--- src/rtl/ex_core_alu.sv ---
// ex_core_alu: RV32I integer ALU with combinational result/zero and a one-cycle registered copy
module ex_core_alu (
    input  logic        clk,
    input  logic        rst,
    input  logic [31:0] operand1,
    input  logic [31:0] operand2,
    input  logic [3:0]  op,
    output logic [31:0] result,
    output logic        zero,
    output logic [31:0] result_q,
    output logic        zero_q
);
    logic [4:0]  shamt;
    logic [31:0] sra;
    assign shamt = operand2[4:0];
    // kept as its own assignment so the arithmetic shift stays signed outside the unsigned select chain
    assign sra = $signed(operand1) >>> shamt;
    // operation select; undefined opcodes fall through to zero
    always_comb begin
        result = op == 4'd0 ? operand1 + operand2 :
                 op == 4'd1 ? operand1 - operand2 :
                 op == 4'd2 ? operand1 & operand2 :
                 op == 4'd3 ? operand1 | operand2 :
                 op == 4'd4 ? operand1 ^ operand2 :
                 op == 4'd5 ? operand1 << shamt :
                 op == 4'd6 ? operand1 >> shamt :
                 op == 4'd7 ? sra :
                 op == 4'd8 ? {31'd0, $signed(operand1) < $signed(operand2)} :
                 op == 4'd9 ? {31'd0, operand1 < operand2} :
                 32'd0;
        zero = result == 32'd0;
    end
    // capture stage; reset forces the zero-result state immediately
    always_ff @(posedge clk or posedge rst) begin
        if (rst) begin
            result_q <= 32'd0;
            zero_q   <= 1'b1;
        end else begin
            result_q <= result;
            zero_q   <= zero;
        end
    end
endmodule

--- config.mk ---
export PLATFORM = sky130hd
export DESIGN_NAME = ex_core_alu
export DESIGN_NICKNAME = d
export VERILOG_FILES = /design/src/rtl/ex_core_alu.sv
export SDC_FILE = /design/constraint.sdc
export NUM_CORES = 1
export LEC_CHECK = 0
export BUFFER_PORTS_ARGS = -buffer_cell sky130_fd_sc_hd__buf_2
export CORE_ASPECT_RATIO = 1.2
export CORE_UTILIZATION = 45
export CTS_CLUSTER_SIZE = 20
export DETAILED_ROUTE_END_ITERATION = 10
export PLACE_DENSITY = 0.72
export SKIP_LAST_GASP = 1
export SYNTH_ARGS = -nofsm -noshare
export SYNTH_HDL_FRONTEND = slang
export SYNTH_SLANG_ARGS = --single-unit
--- constraint.sdc ---
create_clock -name clk -period 13 [get_ports clk]
set_input_delay 0.65 -clock clk [delete_from_list [all_inputs] [get_ports clk]]
set_output_delay 0.65 -clock clk [all_outputs]
set_load 0.02 [all_outputs]
# ---- Word-level counts from Yosys, hierarchy flattened
# Index checks and enable logic that the tools add are counted.
# Widths: inputs -> output; s select.
dict set report word_totals {
  mem_count 0
  out_inout_bits 66
  reg_bits 33
  latchBits 0
  ram_bits 0
  wordCells 33
  rom_bits 0
  inputBits 70
}
dict set report op_classes {
  mul 0
  addsub 2
  div 0
  muxes 10
  eq_ne 9
  shift 3
  magnitude_cmp 2
  reduce_logical 2
  n_bitwise 3
}
# op n
set ops {}
lappend ops {{$mux 32} 8}
lappend ops {{$lt 32x32->1} 2}
lappend ops {{$add 32x32->32} 1}
lappend ops {{$and 32x32->32} 1}
lappend ops {{$logic_not 32->1} 1}
lappend ops {{$or 32x32->32} 1}
lappend ops {{$shl 32x5->32} 1}
lappend ops {{$shr 32x5->32} 1}
lappend ops {{$sshr 32x5->32} 1}
lappend ops {{$sub 32x32->32} 1}
lappend ops {{$xor 32x32->32} 1}
lappend ops {{$eq 4x3->1 const B} 4}
lappend ops {{$eq 4x2->1 const B} 2}
lappend ops {{$eq 4x4->1 const B} 2}
lappend ops {{$eq 4x1->1 const B} 1}
lappend ops {{$logic_not 4->1} 1}
lappend ops {{$mux 1} 2}

# ---- Depth between registers and ports, before layout
dict set report logic_depth {
  ltp_word 12
  ltp_mapped 18
}

# ---- Worst setup path before layout
# No wires, ideal clock.
dict set report synth_path {
  kind {input to output}
  from {in operand2[3]}
  to {out zero}
  required_ns 12.350
  path_slack_ns 6.904
  arrival_ns 5.446
  stages 17
  cell_sequence {buf_2 buf_4 inv_2 buf_1 clkbuf_1 buf_1 ha_1 clkbuf_1 a2111o_1 a2111oi_0 or2_1 nor2_1 o21ai_0 a2111oi_0 a22o_1 or4_1 nor4_2}
}
# item line_no
set synth_lines {}
lappend synth_lines {{from (decl)} 6} ;# input logic [31:0] operand2,
lappend synth_lines {{$sshr 32x5->32} 17} ;# assign sra = $signed(operand1) >>> shamt;
lappend synth_lines {{$mux 32} 27} ;# op == 4'd7 ? sra :
lappend synth_lines {{$mux 32} 26} ;# op == 4'd6 ? operand1 >> shamt :
lappend synth_lines {{$mux 32} 25} ;# op == 4'd5 ? operand1 << shamt :
lappend synth_lines {{$mux 32} 24} ;# op == 4'd4 ? operand1 ^ operand2 :
lappend synth_lines {{$mux 32} 23} ;# op == 4'd3 ? operand1 | operand2 :
lappend synth_lines {{$mux 32} 22} ;# op == 4'd2 ? operand1 & operand2 :
lappend synth_lines {{$mux 32} 21} ;# op == 4'd1 ? operand1 - operand2 :
lappend synth_lines {{$mux 32 *} 20} ;# result = op == 4'd0 ? operand1 + operand2 :
lappend synth_lines {{named net result[24]} 8} ;# output logic [31:0] result,
lappend synth_lines {{$logic_not 32->1 *} 31} ;# zero = result == 32'd0;
lappend synth_lines {{to (decl)} 9} ;# output logic zero,
# The timed path passes the listed nets; every way through them passes the cells marked *.

# ---- Worst setup path in the final report
dict set report layout_path {
  from {in operand2[2]}
  to {out zero}
}
dict set report layout_between {
  elab_chain_len 12
}
# item line_no
set layout_rtl {}
lappend layout_rtl {{$lt 32x32->1} 29} ;# op == 4'd9 ? {31'd0, operand1 < operand2} :
lappend layout_rtl {{$mux 1} 29}
lappend layout_rtl {{$mux 1} 28} ;# op == 4'd8 ? {31'd0, $signed(operand1) < $signed(operand2)} :
lappend layout_rtl {{$mux 32} 27}
lappend layout_rtl {{$mux 32} 26}
lappend layout_rtl {{$mux 32} 25}
lappend layout_rtl {{$mux 32} 24}
lappend layout_rtl {{$mux 32} 23}
lappend layout_rtl {{$mux 32} 22}
lappend layout_rtl {{$mux 32} 21}
lappend layout_rtl {{$mux 32 *} 20}
lappend layout_rtl {{$logic_not 32->1 *} 31}
# Mark *: on every way between the ends. The rest lies on a longest branch, timed or not.

==> impl_metrics.yaml <==
grt:
  grt_usage_pct: 45.4
  overflow: 0
  grt_pass1_vias: 13054
  grt_pass1_wl_mm: 87.5
  grt_antenna_before_repair: 1
  grt_max_degree: 66
setup_path:
  cp_max_fo: 65
  end_kind: "output port"
  cp-start-kind: "primary input"
  crit_type: "primary input to output port"
  arrival_ns: 6.19
  required_ns: 12.35
timing:
  rsz0062_at_grt: "false"
  hold_viol_final: 0
  layout_min_cycle_time_ns: 6.84
  setup_viol: 0
  tightest_slew_ns: 1.26
  fmax_ghz: 0.146
  maxSlewHeadroom_pct: 13.7
  min_period_over_period_pct: 52.6
  slew_violations: 0
  finalSetupTns_ns: 0
synth:
  yosysWarnings: 0
  synth_edf_count: 0
  synthTopCellsByCount: "142 x nor2_1, 132 x nand2_1, 121 x a21oi_1"
  async_flop_share_pct: 100
  syn-mean-instance-area_sq_um: 7.40
  postSynthCellCount: 1572
  syn-cell-area_sq_um: 11600
  syn-num-nets: 1741
  netlist.area_leader.share_pct: 12.0
  ys_types: 97
  yosysTopAreaCell: "mux4_2"
  ys_seq_elements: 33
  yosysMostFrequentCell: "nor2_1"
  synth.area.top_cells: "mux4_2 12%, ha_1 10%, dfrtp_1 6.9%, mux2i_1 5.4%, a21oi_1 5.2%"
  synth-main-ff-cell: "dfrtp_1"
  seq_area_frac_synth_pct: 7.11
pwr:
  leakage_nw: 5.29
  clkPwrFrac_pct: 13.9
  p_sw_w: 0.000437
  fin_total_pwr_w: 0.000817
  p_int_w: 0.000380
  vdd_ir_drop_max_mv: 0.0370
  power.share.sequential_pct: 14.7
  combinationalPowerShare_pct: 71.4
  p_sw_share_pct: 53.5
  p_per_area_nw_per_um2: 65.4
route:
  first_pass_iters: 9
  met2_length_mm: 27.2
  highest_layer: "met4"
  route.detailed.drc: 2
  dr_wl_met3_mm: 6.69
  vias: 14189
  vias_per_cell: 7.35
  routed_wl_mm: 61.0
  drt_iter0_drc: 1955
  wl_per_cell_microns: 31.6
  drt-met1-wl_mm: 22.4
  antenna_left: 0
finish:
  seq_area_sq_um: 827
  drive_gt1_share_pct: 17.8
  nNetsFinal: 1768
  stdcell_count: 1930
  multiInputGateArea_sq_um: 9820
  area_delta_synth_final_pct: 7.36
  antennaDiodeCount: 0
  nFillCells: 2610
floorplanning:
  initial_utilization_pct: 45.7
  die_w_microns: 149
  num_rows: 64
  boundaryPins: 136
  die_h_microns: 178
  coreArea_sq_um: 25500
  dieArea_sq_um: 26500
clock_tree:
  cts_sinks: 33
  cts_resized: 0
  cts_setup_buffers: 0
  clk_pin_slew_ns: 0.05
  cts_made_buffers: 5
  clockBufferDepth: 2
  cts_tree: "done"
  htree_levels: 2
  cts_root_buf: "clkbuf_16"
  hold_buffers: 0
placement:
  port_buffers: 135
  place_inst: 1922
  dp_hpwl_mm: 46.5
  gp_congestion: 1.07
run_status:
  violations: "design-rule violations"
  outcome: "finished with violations"
flow_run:
  cap_violations: 0
worst_hold_path:
  min_path_type: "primary input to async pin"
[critical path, stage by stage]
cell	delay (ns)
buf_2	0.07
buf_4	0.54
inv_2	0.48
ha_1	0.55
nand2b_1	0.22
a2111o_1	0.51
a2111oi_0	1.12
or2_1	0.26
nor2_1	0.09
o311ai_0	0.29
o211ai_1	0.24
nor4_2	0.40
nand4b_1	0.19
nor4_2	0.32
buf_2	0.21
[registers in the layout, indices dropped and copies added (netlist names)]
register	cells
result_q	32
zero_q	1
[power by group through the flow]
| stage | logic [W] | registers, W | clock network [W] |
|---|---|---|---|
| after floorplan | 0.000350 | 0.000141 | 0 |
| after global placement | 0.000563 | 0.000122 | 0 |
| after detailed placement | 0.000562 | 0.000122 | 0 |
| after CTS | 0.000564 | 0.000120 | 0.000116 |
| after global routing | 0.000611 | 0.000122 | 0.000121 |
| final | 0.000583 | 0.000120 | 0.000114 |
[worst paths after layout]
path | slack [ns] | cells after the start | to | from
max | 6.16 | 15 | zero | operand2[2]
min | 0.44 | 3 | result_q[1]$_DFF_PP0_ | rst
max in group asynchronous | 12.23 | 3 | zero_q$_DFF_PP1_ | rst
min in group clk | 1.04 | 4 | result_q[29]$_DFF_PP0_ | operand2[29]
[cell usage in the layout (no fill, tap or decap), types with 7 or more instances in the layout]
master     Yosys  layout
mux2_1         9       9
nand2b_1      27      27
nand3_1       35      35
a221o_1        7       7
mux2i_1       63      63
o21bai_1      11      11
inv_1        104     104
and3_1         8       8
o221ai_1      12      12
a31oi_1       18      18
o21ai_1       16      16
nand4b_1       7       7
mux4_2        62      62
a2111oi_0     12      12
nand2_1      132     132
o211ai_1      31      31
o2111ai_1      7       7
dfrtp_1       32      32
a221oi_1      13      13
a21oi_1      121     121
o31ai_1       18      18
o21ai_0       93      93
a22oi_1       11      11
nor4_1        18      18
o22ai_1       33      33
or2_2          8       8
a21o_1        10      10
mux2_2        16      16
a211oi_1      24      24
nand4_1       16      16
buf_4          4      29
nor2_1       142     141
nor3_1        21      20
buf_2         24     134
nor2b_1       21      21
a21boi_0       7       7
ha_1          97      97
a32oi_1        7       7
o21a_1        14      14
and2_1         7       7
[metal layers]
layer	vias to the layer above	track usage [%]
li1	6037	-
met1	6810	57.3
met2	1108	72.0
met3	234	6.39
met4	0	30.0
met5	-	0
[final cells by class]
| class | instances | share of cell area, % |
|---|---|---|
| Multi-Input combinational cell | 1288 | 78.6 |
| Timing Repair Buffer | 163 | 7.11 |
| Sequential cell | 33 | 6.62 |
| Tap cell | 330 | 3.31 |
| Inverter | 108 | 3.25 |
| Clock buffer | 6 | 1.03 |
| Clock inverter | 2 | 0.0801 |
[cell families after synthesis]
| kind of cell | count (synthesis) | share of synthesized area [%] |
|---|---|---|
| adders and majority gates | 99 | 10.8 |
| xor gates and xnor gates | 8 | 0.602 |
| and+or+nand+nor | 477 | 20.1 |
| AOI/OAI and AO/OA | 551 | 32.2 |
| buffers and inverters | 251 | 8.75 |
| muxes | 153 | 20.4 |
| DFF | 33 | 7.11 |
[metrics by stage]
step                      hold WS (ns)  cell area, sq um  util, %  setup slack, ns
after floorplan                  0.778             11600        -             6.90
after global placement           0.748             12400     48.5             6.33
after detailed placement         0.755             12400     48.5             6.32
after CTS                        0.458             12500     49.1             6.30
after global routing             0.496             12500     49.1             5.91
final                            0.443             12500     49.1             6.16
Power figures use the tool's default switching activity.
